--- src/rtl/core_run_ctrl.sv ---
// Run sequencer for the single-cycle core: reset hold, req/ack run handshake,
// cycle counting with halt-PC and watchdog stop, and data-memory port ownership.
module core_run_ctrl #(
  parameter int D       = 12,
  parameter int CW      = 16,
  parameter int HALT_PC = 15,
  parameter int TIMEOUT = 1000
) (
  input  logic          clk,
  input  logic          reset,
  input  logic          req,
  input  logic          host_req,
  input  logic [D-1:0]  prog_ctr,
  output logic          core_rst,
  output logic          core_en,
  output logic          mem_sel,
  output logic          host_gnt,
  output logic          ack,
  output logic          done,
  output logic          timeout,
  output logic [CW-1:0] cycles
);

  typedef enum logic [1:0] {
    S_IDLE  = 2'd0,
    S_PRIME = 2'd1,
    S_RUN   = 2'd2,
    S_DONE  = 2'd3
  } state_t;

  localparam logic [D-1:0]  HALT    = D'(HALT_PC);
  localparam logic [CW-1:0] WD_LAST = CW'(TIMEOUT - 1);

  state_t        r_state;
  state_t        w_next;
  logic [CW-1:0] r_cycles;
  logic          r_timeout;
  logic          w_halt;
  logic          w_wdog;

  assign w_halt   = (prog_ctr == HALT);
  assign w_wdog   = (r_cycles == WD_LAST);
  assign host_gnt = host_req & mem_sel;
  assign timeout  = r_timeout;
  assign cycles   = r_cycles;

  always_comb begin
    w_next   = r_state;
    core_rst = 1'b1;
    core_en  = 1'b0;
    mem_sel  = 1'b1;
    done     = 1'b0;
    ack      = 1'b0;
    case (r_state)
      S_IDLE: begin
        if (req && !host_req)
          w_next = S_PRIME;
      end
      S_PRIME: begin
        mem_sel = 1'b0;
        w_next  = S_RUN;
      end
      S_RUN: begin
        core_rst = 1'b0;
        core_en  = 1'b1;
        mem_sel  = 1'b0;
        if (!req)
          w_next = S_IDLE;
        else if (w_halt || w_wdog)
          w_next = S_DONE;
      end
      S_DONE: begin
        core_rst = 1'b0;
        done     = 1'b1;
        ack      = 1'b1;
        if (!req)
          w_next = S_IDLE;
      end
      default: w_next = S_IDLE;
    endcase
  end

  always_ff @(posedge clk or posedge reset) begin
    if (reset)
      r_state <= S_IDLE;
    else
      r_state <= w_next;
  end

  // Halt outranks the watchdog, so timeout is only flagged when no halt is seen.
  always_ff @(posedge clk or posedge reset) begin
    if (reset) begin
      r_cycles  <= '0;
      r_timeout <= 1'b0;
    end else if (r_state == S_PRIME) begin
      r_cycles  <= '0;
      r_timeout <= 1'b0;
    end else if (r_state == S_RUN) begin
      r_cycles <= r_cycles + CW'(1);
      if (req && !w_halt && w_wdog)
        r_timeout <= 1'b1;
    end else if (r_state == S_DONE) begin
      if (!req)
        r_timeout <= 1'b0;
    end
  end

endmodule
--- config.mk ---
export PLATFORM = sky130hd
export DESIGN_NAME = core_run_ctrl
export DESIGN_NICKNAME = d
export VERILOG_FILES = /design/src/rtl/core_run_ctrl.sv
export SDC_FILE = /design/constraint.sdc
export NUM_CORES = 1
export LEC_CHECK = 0
export BUFFER_PORTS_ARGS = -buffer_cell sky130_fd_sc_hd__buf_2
export CORE_MARGIN = 2
export CORE_UTILIZATION = 35
export CTS_BUF_LIST = sky130_fd_sc_hd__clkbuf_8
export CTS_CLUSTER_DIAMETER = 60
export DETAILED_ROUTE_END_ITERATION = 10
export MAX_ROUTING_LAYER = met4
export PLACE_DENSITY_LB_ADDON = 0.12
export SLEW_MARGIN = 0
export SYNTH_ARGS = -nofsm -noshare
export SYNTH_HDL_FRONTEND = slang
export SYNTH_SLANG_ARGS = --single-unit
--- constraint.sdc ---
create_clock -name clk -period 1.9 [get_ports clk]
set_clock_uncertainty 0.15 [all_clocks]
set_input_delay 0.19 -clock clk [delete_from_list [all_inputs] [get_ports clk]]
set_output_delay 0.19 -clock clk [all_outputs]
set_load 0.05 [all_outputs]
# Yosys cells after proc, flatten, opt, wreduce, memory -nomap -nowiden
# Index checks and enable logic that the tools add are counted.
[totals] elab_cells=44 out_inout_bits=23 reg_bits=19 input_bits=16
[op_classes] bitwise_logic=1 eq_ne=10 mux=16 n_addsub=1 n_reduce_logical=13
[ops] op="$mux 16" n=2
[ops] op="$add 16x1->16 const B" n=1
[ops] op="$eq 16x10->1 const B" n=1
[ops] op="$eq 12x4->1 const B" n=1
[ops] op="$mux 1" n=9
[ops] op="$mux 2" n=4
[ops] op="$pmux 2 s4" n=1
[ops] op="$reduce_and 3->1" n=2
[ops] op="$eq 2x2->1 const B" n=2
[ops] op="$ne 2x2->1 const B" n=2
[ops] op="$reduce_or 2->1" n=2
[ops] op="$logic_and 1x1->1" n=3
[ops] op="$ne 3x1->1 const B" n=1
[ops] op="$ne 3x2->1 const B" n=1
[ops] op="$ne 3x3->1 const B" n=1
[ops] op="$reduce_bool 3->1" n=1
[ops] op="$eq 2x1->1 const B" n=1
[ops] op="$logic_not 1->1" n=2
[ops] op="$logic_not 2->1" n=1
[ops] op="$reduce_bool 2->1" n=1
[ops] op="$and 1x1->1" n=1
[ops] op="$logic_or 1x1->1" n=1

# Logic depth before layout (Yosys ltp)
# Gate-level depths: netlist of run 1.
[logic_depth] word_depth=7 depth_mapped=7 mapped_depth_nobuf=6

# Worst setup path before layout of run 1
# OpenSTA, ideal clock, no wires.
[synth_timing] path_kind="reg-to-reg" start="reg r_cycles[3] (netlist: cycles[3])" end="reg r_cycles[13] (netlist: cycles[13])" required_time_ns=1.672 setup_time_ns=0.078 synth_period_minus_slack_ns=2.142 path_buffers=0 path_slack_ns=-0.242 path_stages_with_launch=5 t_arrival_ns=1.914 cell_sequence="dfrtp_1 -> nand3_4 -> or3_4 -> or4_1 -> a21oi_1"
[synth_between] elab_chain_cells=3
[synth_rtl] item="from (decl)" line_no="36" text="logic [CW-1:0] r_cycles;"
[synth_rtl] item="from (signal assigned)" line_no="99" text="r_cycles <= r_cycles + CW'(1);"
[synth_rtl] item="$add 16x1->16" line_no="99"
[synth_rtl] item="$mux 16" line_no="98" text="end else if (r_state == S_RUN) begin"
[synth_rtl] item="$mux 16" line_no="95" text="end else if (r_state == S_PRIME) begin"
# Every way passes these cells. The select of a mux whose other input is x is not followed.
# A chain may end at the register's enable or synchronous reset.

# Worst setup path in the final report of run 1
[layout_timing] start="reg r_state[1]" end="reg r_cycles[15] (netlist: cycles[15])"
[layout_between] elab_chain_cells=2 elab_cells_between_ends=4
[layout_rtl] item="from (decl)" line_no="34" text="state_t r_state;"
[layout_rtl] item="from (signal assigned)" line_no="87" text="r_state <= w_next;"
[layout_rtl] item="$eq 2x1->1 / $eq 2x2->1 (equally long branches)" line_no="95, 98"
[layout_rtl] item="$mux 16 / $reduce_bool 2->1 (equally long branches)"
# Several ways; a longest one is shown, not always the timed one.

==> results.py, run 1 <==
metrics = {
    "min_path": {
        "min-delay-path-class": "in -> reg",
        "hold_depth": 4,
        "worst_hold_startpoint": "req",
    },
    "timing": {
        "finalHoldViolCount": 0,
        "timing.max_slew.rel_slack": 0.736,
        "post-route-period-util": 0.973,
        "tightestPinTransition_ns": 0.393,
        "finalMaxSlewViolations": 0,
        "setup_viol_count_final": 0,
        "fin_crit_ns": 1.85,
        "whs_ns": 0.246,
        "max_clock_freq_mhz": 541,
    },
    "floorplanning": {
        "number_of_top_level_pins": 39,
        "die-width_um": 61.0,
        "fp-row-count": 20,
        "die-height_um": 61.0,
        "starting_utilization_of_the_core_area": 0.370,
        "design.die.area_um2": 3720,
        "placeableCoreArea_um2": 3080,
    },
    "clocking": {
        "numClockSinks": 19,
        "clock_path_buffers": 2,
        "clock-root-buffer": "sky130_fd_sc_hd__clkbuf_8",
        "ctsHtreeMaxLevel": 1,
        "clock_buffer_count_from_cts": 3,
        "insertion_delay_ns": 0.25,
        "clock_tree_from_tritoncts": "built",
        "cts.reportedPaths.clkPinSlew_ns": 0.07,
    },
    "worst_setup_path": {
        "slowest_stage": "sky130_fd_sc_hd__dfrtp_1",
        "cp_data_arrival_time_ns": 1.89,
        "critical_path.max_fanout": 3,
        "cp_top_family": "simple AND/OR/NAND/NOR gates",
        "cp_cell_sequence": "inv_2 > ha_4 > nand4_1 > or3_1 > or3_1 > a21oi_2",
        "cp_data_required_time_ns": 1.94,
        "critical_path.reg2reg.startpoint": "r_state[1]",
        "cp_buf_inv_count": 1,
        "critical_path_cell_count": 6,
        "worst_path_largest_cell_delay_ns": 0.39,
        "r2r_setup_slack_ns": 0.05,
        "endpoint_kind": "flop",
        "kind_of_critical_path": "reg -> reg",
        "worst_path_most_repeated_cell": "sky130_fd_sc_hd__or3_1",
        "worst_r2r_path_depth": 6,
        "worst_setup_path_startpoint": "r_state[1]",
        "setup.worst_path.start_class": "flop",
    },
    "route": {
        "route.detailed.wl_per_inst_um": 13.5,
        "viasPerCell": 5.12,
        "first_iter_violations": 33,
        "via_count": 1101,
        "ant_nets": 0,
        "drt-total-wl_um": 2900,
        "drt_first_pass_iters": 4,
        "drc_markers": 0,
    },
    "finish": {
        "syn_to_final_growth_pct": 38.5,
        "fin_util": 0.512,
        "post_route_cells_drive_above_1_share": 0.444,
        "insertedDiodeCount": 0,
        "finalNonFillerCells": 215,
        "fin_nets": 194,
        "fillers": 311,
        "fin_area_um2": 1580,
    },
    "grt": {
        "grt_max_degree": 20,
        "first_global_vias": 1029,
        "global_route_congestion_overflow_total": 0,
        "grt_antenna_before_repair": 0,
        "grt_first_pass_wirelength_um": 4560,
        "globalRouteTotalUtil": 0.170,
    },
    "synthesis": {
        "net_count_synth": 141,
        "yosys-top-cells-count": "sky130_fd_sc_hd__dfrtp_1, sky130_fd_sc_hd__nor2_1, sky130_fd_sc_hd__inv_1, sky130_fd_sc_hd__xnor2_1",
        "part_of_the_yosys_area_used_for_sequential_elements": 0.418,
        "yosys.cell_count.top_type": "sky130_fd_sc_hd__dfrtp_1",
        "synth_top_cell_by_area": "sky130_fd_sc_hd__dfrtp_1",
        "yosys_register_bits": 19,
        "yosys.area.top_type_share": 0.418,
        "ys_types": 37,
        "synth.area.top_cells": "sky130_fd_sc_hd__dfrtp_1, sky130_fd_sc_hd__ha_1, sky130_fd_sc_hd__xnor2_1",
        "netlist_area_um2": 1140,
        "syn_avg_cell_area_um2": 9.56,
        "synth_top_flop_cell": "sky130_fd_sc_hd__dfrtp_1",
        "yosys_warnings": 0,
        "synthesized_netlist_cell_count": 119,
        "async_reset_ff_frac": 1.00,
        "synth_enable_flop_cells": 0,
    },
    "pwr": {
        "clock_power_share": 0.133,
        "power.share.sequential": 0.262,
        "pwr_density_cell_nw_per_um2": 1350,
        "power.switching_w": 0.00104,
        "internal_power_w": 0.00110,
        "leakage_nw": 0.719,
        "switching_share": 0.486,
        "comb_power_share": 0.605,
        "ir_drop_mv": 0.448,
    },
    "placement": {
        "dp.final_hpwl_um": 2220,
        "place_inst": 207,
        "numPortBuffers": 38,
        "gpl.final_weighted_congestion": 0.796,
        "place_area_um2": 1470,
    },
    "outcome": {
        "status": "completed",
    },
    "run": {
        "drv.max_cap_violation_count": 0,
    },
}
-- power by group through the flow --
stage	combinational (W)	clock [W]	sequential, W
finish	0.00129	0.000284	0.000558
global route	0.00140	0.000311	0.000573
CTS	0.00123	0.000288	0.000559
detailed placement	0.00123	0	0.000568
global placement	0.00121	0	0.000561
floorplan	0.000740	0	0.000676
-- sequential cells by signal, summed over array words and instances (netlist names) --
signal and count:
timeout 1, cycles 16, r_state 2
-- path summary, 6_finish.rpt --
kind | to
max in group asynchronous | cycles[8]
setup reg to reg | cycles[15]
hold reg to reg | timeout
min in group asynchronous | cycles[1]
setup / recovery | cycles[15]
hold / removal | r_state[0]
-- routing by layer --
metal	routed length, µm	track usage	part of all wire
met1	1390	0.236	0.48
met4	14	0.0466	0.0048
met5	0	-	0
met2	1390	0.258	0.48
met3	110	0.0256	0.038
-- cells by family (layout without fill, tap and decap cells) --
kind of cell | count (synthesis) | count (layout) | share of synthesized area
AOI/OAI and AO/OA | 19 | 19 | 0.109
xor gates and xnor gates | 9 | 9 | 0.0693
adders and majority gates | 6 | 6 | 0.0660
buffers and inverters | 12 | 64 | 0.0429
DFF | 19 | 19 | 0.418
muxes | 1 | 1 | 0.00990
and+or+nand+nor | 53 | 53 | 0.285
-- worst register-to-register path, stage by stage (launching register included) --
cell                      delay (ns)
sky130_fd_sc_hd__dfrtp_1        0.39
sky130_fd_sc_hd__inv_2          0.07
sky130_fd_sc_hd__ha_4           0.28
sky130_fd_sc_hd__nand4_1        0.10
sky130_fd_sc_hd__or3_1          0.33
sky130_fd_sc_hd__or3_1          0.33
sky130_fd_sc_hd__a21oi_2        0.14
-- layout by cell type, fill, tap and decap left out, types with 2 or more instances in the layout --
cell / count
sky130_fd_sc_hd__buf_2: 38
sky130_fd_sc_hd__nor2_1: 14
sky130_fd_sc_hd__dfrtp_1: 11
sky130_fd_sc_hd__buf_4: 11
sky130_fd_sc_hd__inv_1: 8
sky130_fd_sc_hd__dfrtp_2: 8
sky130_fd_sc_hd__xnor2_1: 7
sky130_fd_sc_hd__nand2_1: 6
sky130_fd_sc_hd__nor4_1: 6
sky130_fd_sc_hd__o21ai_0: 5
sky130_fd_sc_hd__a21oi_1: 4
sky130_fd_sc_hd__nand4_1: 4
sky130_fd_sc_hd__or3_1: 4
sky130_fd_sc_hd__nor3_1: 3
sky130_fd_sc_hd__ha_1: 3
sky130_fd_sc_hd__clkbuf_8: 3
sky130_fd_sc_hd__nor4b_1: 2
sky130_fd_sc_hd__a22o_1: 2
sky130_fd_sc_hd__nand3_1: 2
sky130_fd_sc_hd__xor2_1: 2
sky130_fd_sc_hd__ha_2: 2
-- per-stage QoR --
stage / power (W) / TNS, ns / setup WS, ns
finish: 0.00213 / 0 / 0.0508
global route: 0.00228 / -0.0194 / -0.0194
CTS: 0.00208 / 0 / 0.0129
detailed placement: 0.00180 / 0 / 0.0355
global placement: 0.00177 / 0 / 0.0875
floorplan: 0.00142 / -0.113 / -0.113
-- what timing repair did --
item | CTS | global route
hold endpoints to repair | 19 | 0
endpoints found under the setup margin | 0 | 11
resized for setup | 0 | 6
hold buffers | 1 | 0
buffers inserted | 0 | 3
-- cell type report --
| type | instances | area [µm²] | share of cell area |
|---|---|---|---|
| multi-input combinational | 88 | 646 | 0.410 |
| sequential | 19 | 485 | 0.308 |
| tap | 44 | 55.1 | 0.0349 |
| clock inverter | 1 | 3.75 | 0.00238 |
| clock buffer | 3 | 41.3 | 0.0262 |
| inverter | 8 | 30.0 | 0.0191 |
| timing repair buffer | 52 | 314 | 0.199 |
Note: power is estimated with default switching activity, not from simulation.
==> run 2: changes to the inputs <==
--- a/config.mk
+++ b/config.mk
@@ -12,8 +12,10 @@
 export CTS_CLUSTER_DIAMETER = 60
 export DETAILED_ROUTE_END_ITERATION = 10
 export MAX_ROUTING_LAYER = met4
-export PLACE_DENSITY_LB_ADDON = 0.12
+export PLACE_DENSITY = 0.61
+export REMOVE_ABC_BUFFERS = 1
 export SLEW_MARGIN = 0
 export SYNTH_ARGS = -nofsm -noshare
 export SYNTH_HDL_FRONTEND = slang
 export SYNTH_SLANG_ARGS = --single-unit
+export TNS_END_PERCENT = 10
==> run 2 against run 1 <==
Compared with the run above: cell area down 0.95%; maximum frequency increased by 2.1%; wire length shrank 4.8%; register-to-register slack gained 0.04 ns; combinational power shrank 3%; sequential share of layout area fell by 0.35 points; largest cell class unchanged.
==> results.py, run 2 (same netlist as run 1, synthesis figures left out) <==
metrics = {
    "outcome": {
        "status": "completed",
    },
    "clocking": {
        "clock-root-buffer": "sky130_fd_sc_hd__clkbuf_8",
        "clock_path_buffers": 2,
        "insertion_delay_ns": 0.26,
        "clock_tree_from_tritoncts": "built",
        "clock_buffer_count_from_cts": 3,
        "numClockSinks": 19,
        "ctsHtreeMaxLevel": 1,
        "cts.reportedPaths.clkPinSlew_ns": 0.07,
    },
    "grt": {
        "global_route_congestion_overflow_total": 0,
        "grt_max_degree": 20,
        "globalRouteTotalUtil": 0.170,
        "first_global_vias": 976,
        "grt_first_pass_wirelength_um": 4480,
        "grt_antenna_before_repair": 0,
    },
    "floorplanning": {
        "placeableCoreArea_um2": 3080,
        "design.die.area_um2": 3720,
        "die-height_um": 61.0,
        "number_of_top_level_pins": 39,
        "fp-row-count": 20,
        "die-width_um": 61.0,
        "starting_utilization_of_the_core_area": 0.370,
    },
    "worst_setup_path": {
        "critical_path.max_fanout": 3,
        "worst_path_most_repeated_cell": "sky130_fd_sc_hd__or3_1",
        "worst_r2r_path_depth": 6,
        "setup.worst_path.start_class": "flop",
        "kind_of_critical_path": "reg -> reg",
        "cp_cell_sequence": "inv_2 > ha_4 > nand4_1 > or3_1 > or3_1 > a21oi_2",
        "cp_data_arrival_time_ns": 1.86,
        "slowest_stage": "sky130_fd_sc_hd__dfrtp_1",
        "cp_buf_inv_count": 1,
        "endpoint_kind": "flop",
        "worst_path_largest_cell_delay_ns": 0.38,
        "cp_data_required_time_ns": 1.95,
        "critical_path_cell_count": 6,
        "cp_top_family": "simple AND/OR/NAND/NOR gates",
    },
    "route": {
        "via_count": 1061,
        "ant_nets": 0,
        "drc_markers": 0,
        "drt_first_pass_iters": 4,
        "drt-total-wl_um": 2760,
        "viasPerCell": 4.91,
        "first_iter_violations": 36,
        "route.detailed.wl_per_inst_um": 12.8,
    },
    "finish": {
        "fin_nets": 195,
        "post_route_cells_drive_above_1_share": 0.395,
        "fin_area_um2": 1560,
        "insertedDiodeCount": 0,
        "layout_common_cells": "sky130_fd_sc_hd__buf_2, sky130_fd_sc_hd__dfrtp_1, sky130_fd_sc_hd__nor2_1",
        "layout_commonest_cell": "sky130_fd_sc_hd__buf_2",
        "largest_register_ffs": 16,
        "syn_to_final_growth_pct": 37.2,
        "fillers": 302,
    },
    "timing": {
        "whs_ns": 0.223,
        "finalHoldViolCount": 0,
        "post-route-period-util": 0.953,
        "finalMaxSlewViolations": 0,
        "setup_viol_count_final": 0,
        "timing.max_slew.rel_slack": 0.516,
        "total_negative_setup_slack_ns": 0,
        "max_clock_freq_mhz": 552,
        "postLayoutSetupSlackWorst_ns": 0.0897,
        "tightestPinTransition_ns": 0.726,
        "fin_crit_ns": 1.81,
    },
    "pwr": {
        "leakage_nw": 0.741,
        "ir_drop_mv": 0.640,
        "pwr_density_cell_nw_per_um2": 1320,
    },
    "min_path": {
        "min-delay-path-class": "in -> reg",
        "hold_depth": 4,
    },
    "placement": {
        "numPortBuffers": 38,
        "placement.setup.worst_slack_ns": 0.0724,
        "gpl.final_weighted_congestion": 0.806,
        "dp.final_hpwl_um": 2170,
        "place_area_um2": 1460,
    },
    "run": {
        "drv.max_cap_violation_count": 0,
    },
}
-- run 2: cell count changes in the layout (fill, tap and decap cells not counted), sizes merged --
cell	change
buf	+1
-- run 2: path summary, 6_finish.rpt --
path                             from          to  slack [ns]
max                        r_state[1]  cycles[15]        0.09
min                               req     timeout        0.22
max reg2reg                r_state[1]  cycles[15]        0.09
min reg2reg                   timeout     timeout        0.37
max in group asynchronous       reset   cycles[8]        0.71
min in group asynchronous       reset   cycles[2]        0.43
-- run 2: metal layers --
metal / track usage / up-vias / part of all wire / wire length (µm)
met5: - / - / 0 / 0
met4: 0.0590 / 0 / 0.015 / 41
met3: 0.0448 / 4 / 0.029 / 80
met2: 0.255 / 16 / 0.48 / 1330
met1: 0.222 / 507 / 0.47 / 1310
li1: - / 534 / - / -
-- run 2: worst register-to-register path, cell delays in order, from the launching register on --
cell,delay [ns]
sky130_fd_sc_hd__dfrtp_1,0.38
sky130_fd_sc_hd__inv_2,0.06
sky130_fd_sc_hd__ha_4,0.27
sky130_fd_sc_hd__nand4_1,0.10
sky130_fd_sc_hd__or3_1,0.33
sky130_fd_sc_hd__or3_1,0.33
sky130_fd_sc_hd__a21oi_2,0.13
-- run 2: power breakdown --
group	total [W]	leakage, nW	switching (W)	internal [W]
combinational	0.00125	0.456	0.000819	0.000426
sequential	0.000533	0.258	0.0000683	0.000465
clock	0.000282	0.0269	0.000138	0.000144
total	0.00206	0.741	0.00103	0.00104
-- run 2: cell type report --
type	instances	area (µm²)	area share
timing repair buffer	53	312	0.200
sequential	19	475	0.305
inverter	8	30.0	0.0192
clock buffer	3	41.3	0.0265
multi-input combinational	88	643	0.412
tap	44	55.1	0.0353
clock inverter	1	3.75	0.00241
-- run 2: what timing repair did --
action / in CTS / in global routing
pin swaps: 0 / 1
resized for setup: 1 / 8
hold buffers: 1 / 0
setup endpoints to repair: 1 / 8
hold endpoints to repair: 19 / 0
buffers inserted: 0 / 1
-- run 2: through the flow --
step	util	power [W]	std cells
2_1_floorplan	-	0.00136	115
6_report	0.507	0.00206	216
5_1_grt	0.507	0.00219	216
3_3_place_gp	0.475	0.00168	210
4_1_cts	0.493	0.00200	215
3_5_place_dp	0.475	0.00170	210
==> run 3: changes to the inputs <==
--- a/config.mk
+++ b/config.mk
@@ -6,6 +6,7 @@
 export NUM_CORES = 1
 export LEC_CHECK = 0
 export BUFFER_PORTS_ARGS = -buffer_cell sky130_fd_sc_hd__buf_2
+export CORE_ASPECT_RATIO = 2
 export CORE_MARGIN = 2
 export CORE_UTILIZATION = 35
 export CTS_BUF_LIST = sky130_fd_sc_hd__clkbuf_8
==> run 3 against run 2 <==
Compared with the run above: final cell count fell by 6.5%; highest routed layer unchanged; sequential share of layout area rose by 0.15 points; first-iteration DRC count fell by 14%.
==> results.py, run 3 (same netlist as run 1, synthesis figures left out) <==
metrics = {
    "outcome": {
        "status": "completed",
    },
    "timing": {
        "max_clock_freq_mhz": 537,
        "finalMaxSlewViolations": 0,
        "finalHoldViolCount": 0,
        "setup_viol_count_final": 0,
        "timing.max_slew.rel_slack": 0.515,
        "postLayoutSetupSlackWorst_ns": 0.0378,
        "rsz0062_at_grt": "yes",
        "total_negative_setup_slack_ns": 0,
        "fin_crit_ns": 1.86,
        "post-route-period-util": 0.980,
        "tightestPinTransition_ns": 0.727,
    },
    "clocking": {
        "clock_path_buffers": 2,
        "numClockSinks": 19,
        "clock_tree_from_tritoncts": "built",
        "clock_buffer_count_from_cts": 3,
        "insertion_delay_ns": 0.26,
        "clock-root-buffer": "sky130_fd_sc_hd__clkbuf_8",
        "cts.reportedPaths.clkPinSlew_ns": 0.07,
        "ctsHtreeMaxLevel": 1,
    },
    "worst_setup_path": {
        "slowest_stage": "sky130_fd_sc_hd__or4_1",
        "setup.worst_path.start_class": "flop",
        "cp_top_family": "simple AND/OR/NAND/NOR gates",
        "kind_of_critical_path": "reg -> reg",
        "cp_data_arrival_time_ns": 1.91,
        "worst_path_largest_cell_delay_ns": 0.46,
        "critical_path.max_fanout": 10,
        "endpoint_kind": "flop",
        "cp_cell_sequence": "inv_1 > ha_1 > buf_4 > nand4_4 > or4_1 > a21oi_2",
        "cp_buf_inv_count": 2,
        "cp_data_required_time_ns": 1.94,
    },
    "grt": {
        "grt_max_degree": 20,
        "grt_first_pass_wirelength_um": 5000,
        "globalRouteTotalUtil": 0.180,
        "global_route_congestion_overflow_total": 0,
        "first_global_vias": 1121,
        "grt_antenna_before_repair": 0,
    },
    "route": {
        "route.detailed.wl_per_inst_um": 14.9,
        "via_count": 1108,
        "first_iter_violations": 31,
        "ant_nets": 0,
        "drc_markers": 0,
        "drt_first_pass_iters": 3,
        "viasPerCell": 5.49,
        "drt-total-wl_um": 3010,
    },
    "placement": {
        "place_area_um2": 1440,
        "gpl.final_weighted_congestion": 0.845,
        "dp.final_hpwl_um": 2410,
        "numPortBuffers": 38,
        "placement.setup.worst_slack_ns": 0.0536,
    },
    "floorplanning": {
        "placeableCoreArea_um2": 3120,
        "starting_utilization_of_the_core_area": 0.364,
        "fp-row-count": 29,
        "die-height_um": 84.6,
        "design.die.area_um2": 3750,
        "die-width_um": 44.3,
        "number_of_top_level_pins": 39,
    },
    "pwr": {
        "report.power.total_w": 0.00206,
        "leakage_nw": 0.737,
        "pwr_density_cell_nw_per_um2": 1330,
        "ir_drop_mv": 0.743,
    },
    "min_path": {
        "min-delay-path-class": "in -> reg",
    },
    "finish": {
        "fin_nets": 194,
        "fin_util": 0.498,
        "layout_commonest_cell": "sky130_fd_sc_hd__buf_2",
        "insertedDiodeCount": 0,
        "layout_common_cells": "sky130_fd_sc_hd__buf_2, sky130_fd_sc_hd__dfrtp_1, sky130_fd_sc_hd__nor2_1",
        "fillers": 301,
        "largest_register_ffs": 16,
        "syn_to_final_growth_pct": 36.5,
        "fin_area_um2": 1550,
        "post_route_cells_drive_above_1_share": 0.392,
    },
    "run": {
        "drv.max_cap_violation_count": 0,
    },
}
[run 3: cell types whose count changed in the layout (fill, tap and decap cells not counted), sizes merged]
cell,previous run,this run
buf,52,51
[run 3: timing repair]
| action | CTS | global route |
|---|---|---|
| buffers inserted | 0 | 2 |
| hold buffers | 1 | 0 |
| endpoints found under the hold margin | 19 | 0 |
| setup endpoints to repair | 0 | 8 |
| resized for setup | 0 | 11 |
[run 3: report_power, final]
part	internal, W	switching (W)	total [W]
registers	0.000465	0.0000510	0.000516
clock network	0.000144	0.000137	0.000281
logic	0.000438	0.000823	0.00126
total	0.00105	0.00101	0.00206
[run 3: per-layer routing]
layer / global-route usage / up-vias / part of all wire
li1: - / 528 / -
met1: 0.196 / 534 / 0.35
met2: 0.317 / 36 / 0.57
met3: 0.0215 / 10 / 0.050
met4: 0.0689 / 0 / 0.029
met5: - / - / 0
[run 3: per-stage QoR]
step                hold WS (ns)  cells
floorplan               -0.00887    115
global placement           0.188    195
detailed placement         0.210    195
CTS                        0.237    200
global route               0.275    202
finish                     0.228    202
[run 3: cell type report]
| cell class | instances | area (µm²) | area share |
|---|---|---|---|
| Clock inverter | 1 | 3.75 | 0.00242 |
| Sequential cell | 19 | 475 | 0.306 |
| Clock buffer | 3 | 41.3 | 0.0266 |
| Inverter | 8 | 30.0 | 0.0193 |
| Tap cell | 31 | 38.8 | 0.0250 |
| Timing Repair Buffer | 52 | 315 | 0.203 |
| Multi-Input combinational cell | 88 | 648 | 0.417 |
[run 3: path summary, 6_finish.rpt]
kind | from | end | slack, ns | depth (start not counted)
setup / recovery | r_state[1] | cycles[13] | 0.04 | 6
hold / removal | req | r_state[0] | 0.23 | 4
setup reg to reg | r_state[1] | cycles[13] | 0.04 | 6
hold reg to reg | timeout | timeout | 0.39 | 1
max in group asynchronous | reset | cycles[6] | 0.70 | 3
min in group asynchronous | reset | cycles[8] | 0.44 | 3
[run 3: worst register-to-register path: stages (launching register included)]
cell and delay [ns]:
sky130_fd_sc_hd__dfrtp_1 0.38, sky130_fd_sc_hd__inv_1 0.06, sky130_fd_sc_hd__ha_1 0.29, sky130_fd_sc_hd__buf_4 0.17, sky130_fd_sc_hd__nand4_4 0.14, sky130_fd_sc_hd__or4_1 0.46
sky130_fd_sc_hd__a21oi_2 0.14
